**src/rtl/gcd_pkg.sv**
```systemverilog
// Shared types and constants for the GCD job sequencer.
//   state_t       : sequencer FSM states
//   DEF_WIDTH     : default operand/result width
//   DEF_TIMEOUT   : default watchdog limit in WAIT cycles
//   LOAD_A_OFS/B  : cycles after the core_start strobe at which A/B sit on core_data
package gcd_pkg;

  localparam int DEF_WIDTH   = 16;
  localparam int DEF_TIMEOUT = 131080;

  // Core bus timeline relative to the core_start cycle. The FSM walks
  // START -> LOAD_A -> LOAD_B, one state per offset.
  localparam int LOAD_A_OFS = 1;
  localparam int LOAD_B_OFS = 2;

  typedef enum logic [2:0] {
    S_INIT,
    S_IDLE,
    S_START,
    S_LOAD_A,
    S_LOAD_B,
    S_WAIT,
    S_CORE_RST,
    S_OUT
  } state_t;

endpackage

```
**src/rtl/gcd_job_sequencer_if.sv**
```systemverilog
// Host-side job interface of the GCD sequencer.
//   in_valid/in_ready/in_a/in_b     : operand pair handshake
//   out_valid/out_ready/out_gcd/out_err : result handshake
//   master : the host issuing jobs; slave : the sequencer
interface gcd_job_sequencer_if #(
  parameter int WIDTH = 16
);
  logic             in_valid;
  logic             in_ready;
  logic [WIDTH-1:0] in_a;
  logic [WIDTH-1:0] in_b;
  logic             out_valid;
  logic             out_ready;
  logic [WIDTH-1:0] out_gcd;
  logic             out_err;

  modport master (
    output in_valid, in_a, in_b, out_ready,
    input  in_ready, out_valid, out_gcd, out_err
  );

  modport slave (
    input  in_valid, in_a, in_b, out_ready,
    output in_ready, out_valid, out_gcd, out_err
  );
endinterface

```
**src/rtl/gcd_watchdog.sv**
```systemverilog
// Clear/enable cycle counter with terminal-count flag.
//   clk, rst_n : clock, async active-low reset
//   clr        : synchronous clear (wins over en)
//   en         : count enable
//   tc         : high while count == TIMEOUT-1; count saturates there
module gcd_watchdog
  import gcd_pkg::*;
#(
  parameter int TIMEOUT = DEF_TIMEOUT
) (
  input  logic clk,
  input  logic rst_n,
  input  logic clr,
  input  logic en,
  output logic tc
);

  localparam int CW = $clog2(TIMEOUT + 1);
  localparam logic [CW-1:0] LAST = CW'(TIMEOUT - 1);

  logic [CW-1:0] cnt;

  always_ff @(posedge clk or negedge rst_n) begin
    if (!rst_n)                  cnt <= '0;
    else if (clr)                cnt <= '0;
    else if (en && cnt != LAST)  cnt <= cnt + 1'b1;
  end

  assign tc = (cnt == LAST);

endmodule

```
**src/rtl/gcd_job_sequencer.sv**
```systemverilog
// Host-side driver for the subtractive GCD core.
//   clk, rst_n   : clock, async active-low reset
//   host         : job interface (slave side): operand pair in, result/err out
//   busy         : job in flight (state other than INIT/IDLE)
//   core_rst_n   : registered active-low reset to the core, pulsed after each job
//   core_start   : one-cycle start strobe
//   core_data    : shared operand bus (0, A, B, then 0)
//   core_done    : core finished flag
//   core_result  : core A register, valid with core_done
// Zero operands bypass the core; a watchdog aborts jobs stuck in WAIT.
module gcd_job_sequencer
  import gcd_pkg::*;
#(
  parameter int WIDTH   = DEF_WIDTH,
  parameter int TIMEOUT = DEF_TIMEOUT
) (
  input  logic             clk,
  input  logic             rst_n,
  gcd_job_sequencer_if.slave host,
  output logic             busy,
  output logic             core_rst_n,
  output logic             core_start,
  output logic [WIDTH-1:0] core_data,
  input  logic             core_done,
  input  logic [WIDTH-1:0] core_result
);

  state_t           state;
  logic [WIDTH-1:0] a_q, b_q;
  logic             wd_tc;

  // Counter is cleared while presenting B so that it reads 0 on the
  // first WAIT cycle; TIMEOUT WAIT cycles elapse before abort.
  gcd_watchdog #(.TIMEOUT(TIMEOUT)) u_wd (
    .clk   (clk),
    .rst_n (rst_n),
    .clr   (state == S_LOAD_B),
    .en    (state == S_WAIT),
    .tc    (wd_tc)
  );

  assign busy = !(state == S_INIT || state == S_IDLE);

  always_ff @(posedge clk or negedge rst_n) begin
    if (!rst_n) begin
      state          <= S_INIT;
      a_q            <= '0;
      b_q            <= '0;
      host.in_ready  <= 1'b0;
      host.out_valid <= 1'b0;
      host.out_gcd   <= '0;
      host.out_err   <= 1'b0;
      core_rst_n     <= 1'b0;
      core_start     <= 1'b0;
      core_data      <= '0;
    end else begin
      case (state)
        S_INIT: begin
          core_rst_n    <= 1'b1;
          host.in_ready <= 1'b1;
          state         <= S_IDLE;
        end
        S_IDLE: begin
          if (host.in_valid && host.in_ready) begin
            a_q           <= host.in_a;
            b_q           <= host.in_b;
            host.in_ready <= 1'b0;
            if (host.in_a == '0 || host.in_b == '0) begin
              // gcd(x,0)=x and gcd(0,0)=0: the OR covers all zero cases
              host.out_gcd   <= host.in_a | host.in_b;
              host.out_err   <= 1'b0;
              host.out_valid <= 1'b1;
              state          <= S_OUT;
            end else begin
              core_start <= 1'b1;
              core_data  <= '0;
              state      <= S_START;
            end
          end
        end
        S_START: begin
          core_start <= 1'b0;
          core_data  <= a_q;
          state      <= S_LOAD_A;
        end
        S_LOAD_A: begin
          core_data <= b_q;
          state     <= S_LOAD_B;
        end
        S_LOAD_B: begin
          core_data <= '0;
          state     <= S_WAIT;
        end
        S_WAIT: begin
          // done is checked first so it wins over a same-cycle timeout
          if (core_done) begin
            host.out_gcd <= core_result;
            host.out_err <= 1'b0;
            core_rst_n   <= 1'b0;
            state        <= S_CORE_RST;
          end else if (wd_tc) begin
            host.out_gcd <= '0;
            host.out_err <= 1'b1;
            core_rst_n   <= 1'b0;
            state        <= S_CORE_RST;
          end
        end
        S_CORE_RST: begin
          // core DONE is terminal, so it is reset before every new job
          core_rst_n     <= 1'b1;
          host.out_valid <= 1'b1;
          state          <= S_OUT;
        end
        S_OUT: begin
          if (host.out_ready) begin
            host.out_valid <= 1'b0;
            host.in_ready  <= 1'b1;
            state          <= S_IDLE;
          end
        end
        default: state <= S_INIT;
      endcase
    end
  end

endmodule
```
**src/flat_wrapper.sv**
```systemverilog
// flat-port wrapper written by rule: the top's interface ports become plain ports
module gcd_job_sequencer_flat import gcd_pkg::*;
#(
  parameter int WIDTH   = DEF_WIDTH,
  parameter int TIMEOUT = DEF_TIMEOUT
)
  (clk, rst_n, busy, core_rst_n, core_start, core_data, core_done, core_result, host_in_valid, host_in_a, host_in_b, host_out_ready, host_in_ready, host_out_valid, host_out_gcd, host_out_err);
  gcd_job_sequencer_if #(.WIDTH(WIDTH)) host_i ();
  input  logic clk;
  input  logic rst_n;
  output logic busy;
  output logic core_rst_n;
  output logic core_start;
  output logic [WIDTH-1:0] core_data;
  input  logic core_done;
  input  logic [WIDTH-1:0] core_result;
  input wire logic [$bits(host_i.in_valid)-1:0] host_in_valid;
  input wire logic [$bits(host_i.in_a)-1:0] host_in_a;
  input wire logic [$bits(host_i.in_b)-1:0] host_in_b;
  input wire logic [$bits(host_i.out_ready)-1:0] host_out_ready;
  output wire logic [$bits(host_i.in_ready)-1:0] host_in_ready;
  output wire logic [$bits(host_i.out_valid)-1:0] host_out_valid;
  output wire logic [$bits(host_i.out_gcd)-1:0] host_out_gcd;
  output wire logic [$bits(host_i.out_err)-1:0] host_out_err;
  assign host_i.in_valid = host_in_valid;
  assign host_i.in_a = host_in_a;
  assign host_i.in_b = host_in_b;
  assign host_i.out_ready = host_out_ready;
  assign host_in_ready = host_i.in_ready;
  assign host_out_valid = host_i.out_valid;
  assign host_out_gcd = host_i.out_gcd;
  assign host_out_err = host_i.out_err;
  gcd_job_sequencer #(.WIDTH(WIDTH), .TIMEOUT(TIMEOUT)) u_core (.clk(clk), .rst_n(rst_n), .host(host_i), .busy(busy), .core_rst_n(core_rst_n), .core_start(core_start), .core_data(core_data), .core_done(core_done), .core_result(core_result));
endmodule
```
**config.mk**
```make
export PLATFORM = sky130hd
export DESIGN_NAME = gcd_job_sequencer_flat
export DESIGN_NICKNAME = d
export VERILOG_FILES = /design/src/rtl/gcd_pkg.sv /design/src/rtl/gcd_job_sequencer_if.sv /design/src/rtl/gcd_watchdog.sv /design/src/rtl/gcd_job_sequencer.sv /design/src/flat_wrapper.sv
export SDC_FILE = /design/constraint.sdc
export NUM_CORES = 1
export LEC_CHECK = 0
export BUFFER_PORTS_ARGS = -buffer_cell sky130_fd_sc_hd__buf_2
export CORE_ASPECT_RATIO = 2
export CORE_MARGIN = 5
export CORE_UTILIZATION = 55
export CTS_CLUSTER_DIAMETER = 50
export DETAILED_ROUTE_END_ITERATION = 10
export PLACE_DENSITY = 0.8
export SLEW_MARGIN = 20
export SYNTH_ARGS = -nofsm -noshare
export SYNTH_HDL_FRONTEND = slang
export SYNTH_SLANG_ARGS = --single-unit
```
**constraint.sdc**
```tcl
create_clock -name clk -period 2.6 [get_ports clk]
set_clock_uncertainty 0.15 [all_clocks]
set_input_delay 0.13 -clock clk [delete_from_list [all_inputs] [get_ports clk]]
set_output_delay 0.13 -clock clk [all_outputs]
set_load 0.005 [all_outputs]
```
==> flow_summary_export.csv, run 1 <==
group,metric,value,unit
detailed_routing,wl_per_cell,19.7,um
layout,area_growth,26.8,%
global_route,grt_pass1_vias,3867,
sta,timing.hold.ws,0.0457,ns
detailed_routing,dr.pass1.iters,4,
sta,fmax,395,MHz
synth,yosys-mux-area-fraction,0.179,
global_route,grt_overflow,0,
synth,synth_compound_area_frac,0.126,
floorplan,die_area,10000,um2
worst_setup_path,worstPathRequired,2.67,ns
floorplan,die_w,73.4,um
synth,ys_ff_latch,90,
sta,tightest_slew,0.750,ns
sta,rsz0062_at_grt,"no",
clock_tree,clk_pin_slew,0.06,ns
layout,diodes,0,
clock_tree,h-tree-depth,3,
synth,yosys.area_share.adder,0.0141,
synth,synth-edff-count,0,
synth,syn-mean-instance-area,11.5,um2
synth,async_reset_ff_frac,1.00,
global_route,antenna_found_initial,0,
synth,syn-num-nets,444,
sta,fin_ws,0.0672,ns
sta,setup_viol,0,
synth,synth-simple-area-share,0.121,
sta,fin_crit,2.53,ns
worst_setup_path,worst-setup-path-type,"primary input to flip-flop",
floorplan,core_area,7890,um2
power_and_ir_drop,total_leakage_power,2.59,nW
power_and_ir_drop,irDropWorstVdd,0.671,mV
power_and_ir_drop,powerDensity,1040,nW/um2
synth,yosysSeqAreaShare,0.509,
synth,synth_xor_area_frac,0.0238,
detailed_routing,routed_wl,12.0,mm
clock_tree,cts_buffers,9,
sta,slew_viol_final,0,
floorplan,rows,46,
floorplan,die_y,137,um
detailed_routing,vias,3633,
layout,drive_gt1_frac,0.348,
sta,finalSetupTns,0,ns
job,drv_cap,0,
synth,synthFlopType,"dfrtp_1",
worst_setup_path,critPathLaunchType,"primary input",
layout,finalNetCount,568,
clock_tree,cts_root_buf,"clkbuf_16",
global_route,grtUsageTotal,0.256,
global_route,grt_pass1_wl,19.6,mm
worst_setup_path,cp_max_fo,16,
detailed_routing,viasPerCell,5.96,
clock_tree,cts_sinks,90,
hold_path,hold_path_class,"primary input to flip-flop",
detailed_routing,drtAntennaViolNets,0,
synth,synth_top_family_by_area,"multiplexers",
detailed_routing,drtIter0Drc,254,
outcome,status,"completed",
placed_design,preCtsSetupSlack,0.155,ns
synth,yosys_warnings,0,
clock_tree,cts_tree,"yes",
clock_tree,cts_setup_buffers,0,
synth,yosysUniqueCellTypes,45,
placed_design,portBuffers,90,
sta,max-slew-margin-rel,0.500,
floorplan,start_util,0.561,
layout,instances_no_fill,610,
synth,syn-cell-area,4420,um2
synth,synthCells,386,
clock_tree,cts_buffer_depth,2,
clock_tree,clkLatencyLatePin,0.34,ns
sta,final_hold_viol_count,0,
detailed_routing,drc_errors,0,
global_route,grt_max_degree,49,
placed_design,dp_cells,561,
floorplan,io_pins,91,
worst_setup_path,crit_path_end_kind,"flip-flop",
worst_setup_path,cp.arrival,2.61,ns
placed_design,dp_hpwl,8.40,mm
sta,fin_crit_sh,0.974,
placed_design,gp_congestion,0.948,
path summary, 6_finish.rpt:
kind	end	cells after the start	start	slack [ns]
max in group asynchronous	u_core.b_q[5]$_DFFE_PN0P_	3	rst_n	1.44
hold reg to reg	u_core.core_data[10]$_DFFE_PN0P_	1	u_core.core_data[10]$_DFFE_PN0P_	0.34
hold / removal	u_core.host.out_gcd[4]$_DFFE_PN0P_	4	core_result[4]	0.05
setup / recovery	u_core.host.out_gcd[10]$_DFFE_PN0P_	7	host_in_b[9]	0.07
min in group asynchronous	u_core.u_wd.cnt[10]$_DFFE_PN0P_	2	rst_n	0.20
setup reg to reg	u_core.host.out_gcd[15]$_DFFE_PN0P_	7	u_core.state[1]$_DFFE_PN0P_	0.19
what timing repair did:
item | 4_1_cts | 5_1_grt
gates resized for setup | 0 | 1
endpoints found under the hold margin | 80 | 0
setup endpoints to repair | 0 | 2
hold buffers | 34 | 0
state kept, by name, indices dropped and copies added (netlist names):
name / cells
u_core.a_q: 16
u_core.b_q: 16
u_core.core_data: 16
u_core.core_rst_n: 1
u_core.core_start: 1
u_core.host.in_ready: 1
u_core.host.out_err: 1
u_core.host.out_gcd: 16
u_core.host.out_valid: 1
u_core.state: 3
u_core.u_wd.cnt: 18
final cells by class:
class / instances / area, um2
multi-input combinational: 269 / 2060
clock inverter: 2 / 12.5
timing repair buffer: 133 / 873
fill: 552 / 2280
sequential: 90 / 2250
clock buffer: 13 / 260
inverter: 7 / 26.3
tap: 96 / 120
Yosys cell counts, types with 7 or more instances:
cell	n	area (um2)
nor2_1	34	128
a22o_1	16	140
a21oi_1	42	210
dfrtp_1	90	2250
inv_1	7	26.3
mux2_2	45	507
nand2_1	11	41.3
o21ai_0	13	65.1
clkbuf_1	10	37.5
xnor2_1	9	78.8
mux2_4	10	150
nor4_1	10	62.6
mux2_1	10	113
stage by stage:
| step | instance area (um2) | utilization | power [mW] |
|---|---|---|---|
| after floorplan | 4420 | - | 3.83 |
| after global placement | 4980 | 0.632 | 4.44 |
| after detailed placement | 4980 | 0.632 | 4.58 |
| after CTS | 5600 | 0.710 | 5.84 |
| after global routing | 5610 | 0.711 | 6.19 |
| final | 5610 | 0.711 | 5.85 |
layer usage:
layer,global-route usage,part of all wire,up-vias
li1,-,-,1653
met1,0.275,0.35,1841
met2,0.482,0.59,123
met3,0.0544,0.050,16
met4,0.0827,0.015,0
met5,0,0,-
layout by cell type, fill, tap and decap left out, types with 3 or more instances in the layout:
cell            n
o211ai_1        3
a211oi_1        3
a22o_1         16
nand4_1         5
mux2_1         10
mux2_2         45
mux2_4         10
and2_1          3
nor3_1          6
dfrtp_1        90
ha_1            5
or3_1           6
clkbuf_16       9
a21oi_1        42
buf_2          89
o21ai_0        13
nor4_2          4
inv_1           7
nand2_1        11
o21a_1          3
nand3_1         5
buf_4           9
nor4_1         10
xor2_1          3
nor2_1         34
dlygate4sd3_1  34
xnor2_1         9
power breakdown:
part           leakage [nW]  switching, mW  internal [mW]  total [mW]
clock                 0.132          0.517          0.694        1.21
combinational          1.34           1.14           1.21        2.35
sequential             1.12          0.338           1.95        2.29
worst max-delay path: stages:
cell and delay [ns]:
dlygate4sd3_1 0.54, buf_2 0.15, nor4_1 0.53, nand4_1 0.25, a21oi_2 0.26, o221ai_4 0.33, mux2_4 0.40
kinds of logic (layout without fill, tap and decap cells):
family | count (synthesis) | count (layout)
xor gates and xnor gates | 12 | 12
adders and majority gates | 5 | 5
and+or+nand+nor | 98 | 98
muxes | 67 | 67
buffers and inverters | 27 | 155
AOI/OAI and AO/OA | 87 | 87
DFF | 90 | 90
Note: power is estimated with default switching activity, not from simulation.
==> run 2: changes to the inputs <==
ABC_AREA = 1   (was default)
CORE_UTILIZATION = 58   (was 55)
CTS_BUF_LIST = sky130_fd_sc_hd__clkbuf_2   (was default)
GPL_TIMING_DRIVEN = 1   (was default)
PLACE_DENSITY = 0.83   (was 0.8)
==> run 2 against run 1 <==
Global-route usage grew 6.0 points. Synthesized area increased by 9.2%. Clock-buffer cell count fell by 2. Setup slack barely moved. Sequential power about the same. Via count up 41%. Design area increased by 8.5%. Synthesized cell count is 61% higher. Highest routed layer unchanged.
==> flow_summary_export.csv, run 2 <==
group,metric,value,unit
synth,ys_ff_latch,90,
clock_tree,cts_tree,"yes",
outcome,status,"completed",
sta,fin_crit,2.53,ns
layout,finalNetCount,818,
placed_design,dp_hpwl,10.5,mm
layout,largest_register,"u_core.u_wd.cnt",
detailed_routing,routed_wl,15.8,mm
job,drv_cap,0,
sta,finalSetupTns,0,ns
hold_path,hold_path_class,"primary input to flip-flop",
floorplan,start_util,0.586,
global_route,grt_pass1_wl,25.1,mm
global_route,grtUsageMet2,0.542,
power_and_ir_drop,swShare,0.443,
global_route,grt_use_met3,0.0414,
floorplan,io_pins,91,
synth,yosysUniqueCellTypes,32,
clock_tree,cts_setup_buffers,0,
detailed_routing,wl_per_cell,18.3,um
worst_setup_path,worstPathRequired,2.97,ns
floorplan,core_area,8230,um2
sta,slew_viol_final,0,
sta,fin_ws,0.0670,ns
power_and_ir_drop,clkPwrFrac,0.138,
power_and_ir_drop,p_int,3.20,mW
sta,tightest_slew,0.708,ns
synth,synth_area_leaders,"dfrtp_1, nand2_1, nand3_1",
sta,final_hold_viol_count,0,
layout,mostFrequentLayoutCells,"nand2_1, dfrtp_1, buf_2",
sta,fmax,395,MHz
power_and_ir_drop,p_total,5.75,mW
synth,synth_area_leader_cell,"dfrtp_1",
clock_tree,h-tree-depth,3,
layout,layout_commonest_cell,"nand2_1",
worst_setup_path,worst-setup-path-type,"flip-flop to flip-flop",
clock_tree,cts_sinks,90,
power_and_ir_drop,switchingPower,2.55,mW
global_route,antenna_found_initial,0,
clock_tree,cts_root_buf,"clkbuf_2",
synth,synthFlopType,"dfrtp_1",
worst_setup_path,cp.arrival,2.90,ns
placed_design,preCtsSetupSlack,0.371,ns
synth,synth_top_area_frac,0.466,
worst_setup_path,crit_path_end_kind,"flip-flop",
clock_tree,clkLatencyLatePin,0.54,ns
detailed_routing,dr.pass1.iters,7,
synth,syn-cell-area,4830,um2
detailed_routing,drtAntennaViolNets,0,
sta,max-slew-margin-rel,0.527,
synth,async_reset_ff_frac,1.00,
placed_design,portBuffers,90,
layout,area_growth,26.1,%
synth,synth-edff-count,0,
global_route,grt_overflow,0,
layout,drive_gt1_frac,0.171,
layout,fin_util,0.739,
power_and_ir_drop,p_seq_frac,0.394,
floorplan,die_area,10400,um2
synth,syn-mean-instance-area,7.76,um2
detailed_routing,viasPerCell,5.94,
global_route,grt_util_met1,0.343,
synth,synth.top_cells.by_count,"nand2_1, dfrtp_1, inv_1",
clock_tree,clk_pin_slew,0.24,ns
clock_tree,cts_buffer_depth,2,
synth,synth.most_common_cell,"nand2_1",
detailed_routing,vias,5130,
sta,fin_crit_sh,0.974,
layout,fin_area,6090,um2
detailed_routing,drc_errors,0,
placed_design,gp_congestion,0.977,
power_and_ir_drop,irDropWorstVdd,0.529,mV
power_and_ir_drop,total_leakage_power,3.20,nW
floorplan,die_w,74.5,um
global_route,grt_pass1_vias,5258,
worst_setup_path,cp_max_fo,6,
power_and_ir_drop,combPwrFrac,0.467,
global_route,grt_max_degree,61,
global_route,grtUsageTotal,0.316,
global_route,grt_most_used_layer,"met2",
placed_design,placed_cell_area,5310,um2
power_and_ir_drop,powerDensity,945,nW/um2
synth,yosys_warnings,0,
synth,synthCells,622,
floorplan,rows,47,
detailed_routing,drtIter0Drc,587,
sta,setup_viol,0,
synth,syn-num-nets,680,
layout,largest_reg_flops,18,
worst_setup_path,critPathLaunchType,"flip-flop",
clock_tree,cts_buffers,9,
synth,yosysSeqAreaShare,0.466,
floorplan,die_y,139,um
sta,rsz0062_at_grt,"no",
==> run 2: cell families after synthesis <==
family / after synthesis / share of synthesized area
AO/OA/AOI/OAI: 97 / 0.123
XOR/XNOR: 7 / 0.0127
adder cells (fa/ha/maj): 5 / 0.0130
buffers and inverters: 91 / 0.0816
flip-flops: 90 / 0.466
AND/OR/NAND/NOR: 332 / 0.303
==> run 2: path summary, 6_finish.rpt <==
path | from | depth (start not counted) | to | slack (ns)
min | core_done | 4 | u_core.host.out_err$_DFFE_PN0P_ | 0.06
min in group asynchronous | rst_n | 4 | u_core.core_data[11]$_DFFE_PN0P_ | 0.48
max in group asynchronous | rst_n | 4 | u_core.host.out_gcd[3]$_DFFE_PN0P_ | 1.56
max | u_core.state[1]$_DFFE_PN0P_ | 8 | u_core.a_q[15]$_DFFE_PN0P_ | 0.07
max reg2reg | u_core.state[1]$_DFFE_PN0P_ | 8 | u_core.a_q[15]$_DFFE_PN0P_ | 0.07
min reg2reg | u_core.core_data[10]$_DFFE_PN0P_ | 2 | u_core.core_data[10]$_DFFE_PN0P_ | 0.36
==> run 2: metal layers <==
metal | up-vias | part of all wire
met3 | 109 | 0.067
met2 | 339 | 0.52
met1 | 2354 | 0.33
li1 | 2328 | -
met4 | 0 | 0.080
met5 | - | 0
==> run 2: final cells by class <==
type	instances	area (um2)
Antenna cell	1	2.50
Clock buffer	11	55.1
Clock inverter	5	78.8
Fill cell	581	2150
Inverter	58	220
Multi-Input combinational cell	441	2190
Sequential cell	90	2250
Tap cell	98	123
Timing Repair Buffer	160	1160
==> run 2: repair_timing <==
| item | 4_1_cts | 5_1_grt |
|---|---|---|
| resized for setup | 0 | 4 |
| hold buffers | 61 | 0 |
| endpoints found under the setup margin | 0 | 4 |
| hold endpoints to repair | 143 | 0 |
==> run 2: per-stage QoR <==
stage	hold slack (ns)	instances
after global routing	0.0767	863
after CTS	0.00680	863
final	0.0603	864
after global placement	0.0246	786
after detailed placement	0.0342	786
after floorplan	-0.316	622
==> run 2: worst max-delay path, cell delays in order, from the launching register on <==
cell,delay (ns)
dfrtp_1,0.46
inv_1,0.15
ha_4,0.19
nand2_4,0.09
nor2_4,0.15
nand2_1,0.07
dlygate4sd3_1,0.57
o21ai_0,0.09
dlygate4sd3_1,0.58
==> run 2: power by group through the flow <==
| stage | Combinational, mW | Sequential [mW] | Clock, mW |
|---|---|---|---|
| after floorplan | 1.84 | 2.15 | 0 |
| after global placement | 2.37 | 2.24 | 0 |
| after detailed placement | 2.48 | 2.26 | 0 |
| after CTS | 2.62 | 2.23 | 0.803 |
| after global routing | 2.97 | 2.30 | 0.857 |
| final | 2.69 | 2.27 | 0.796 |
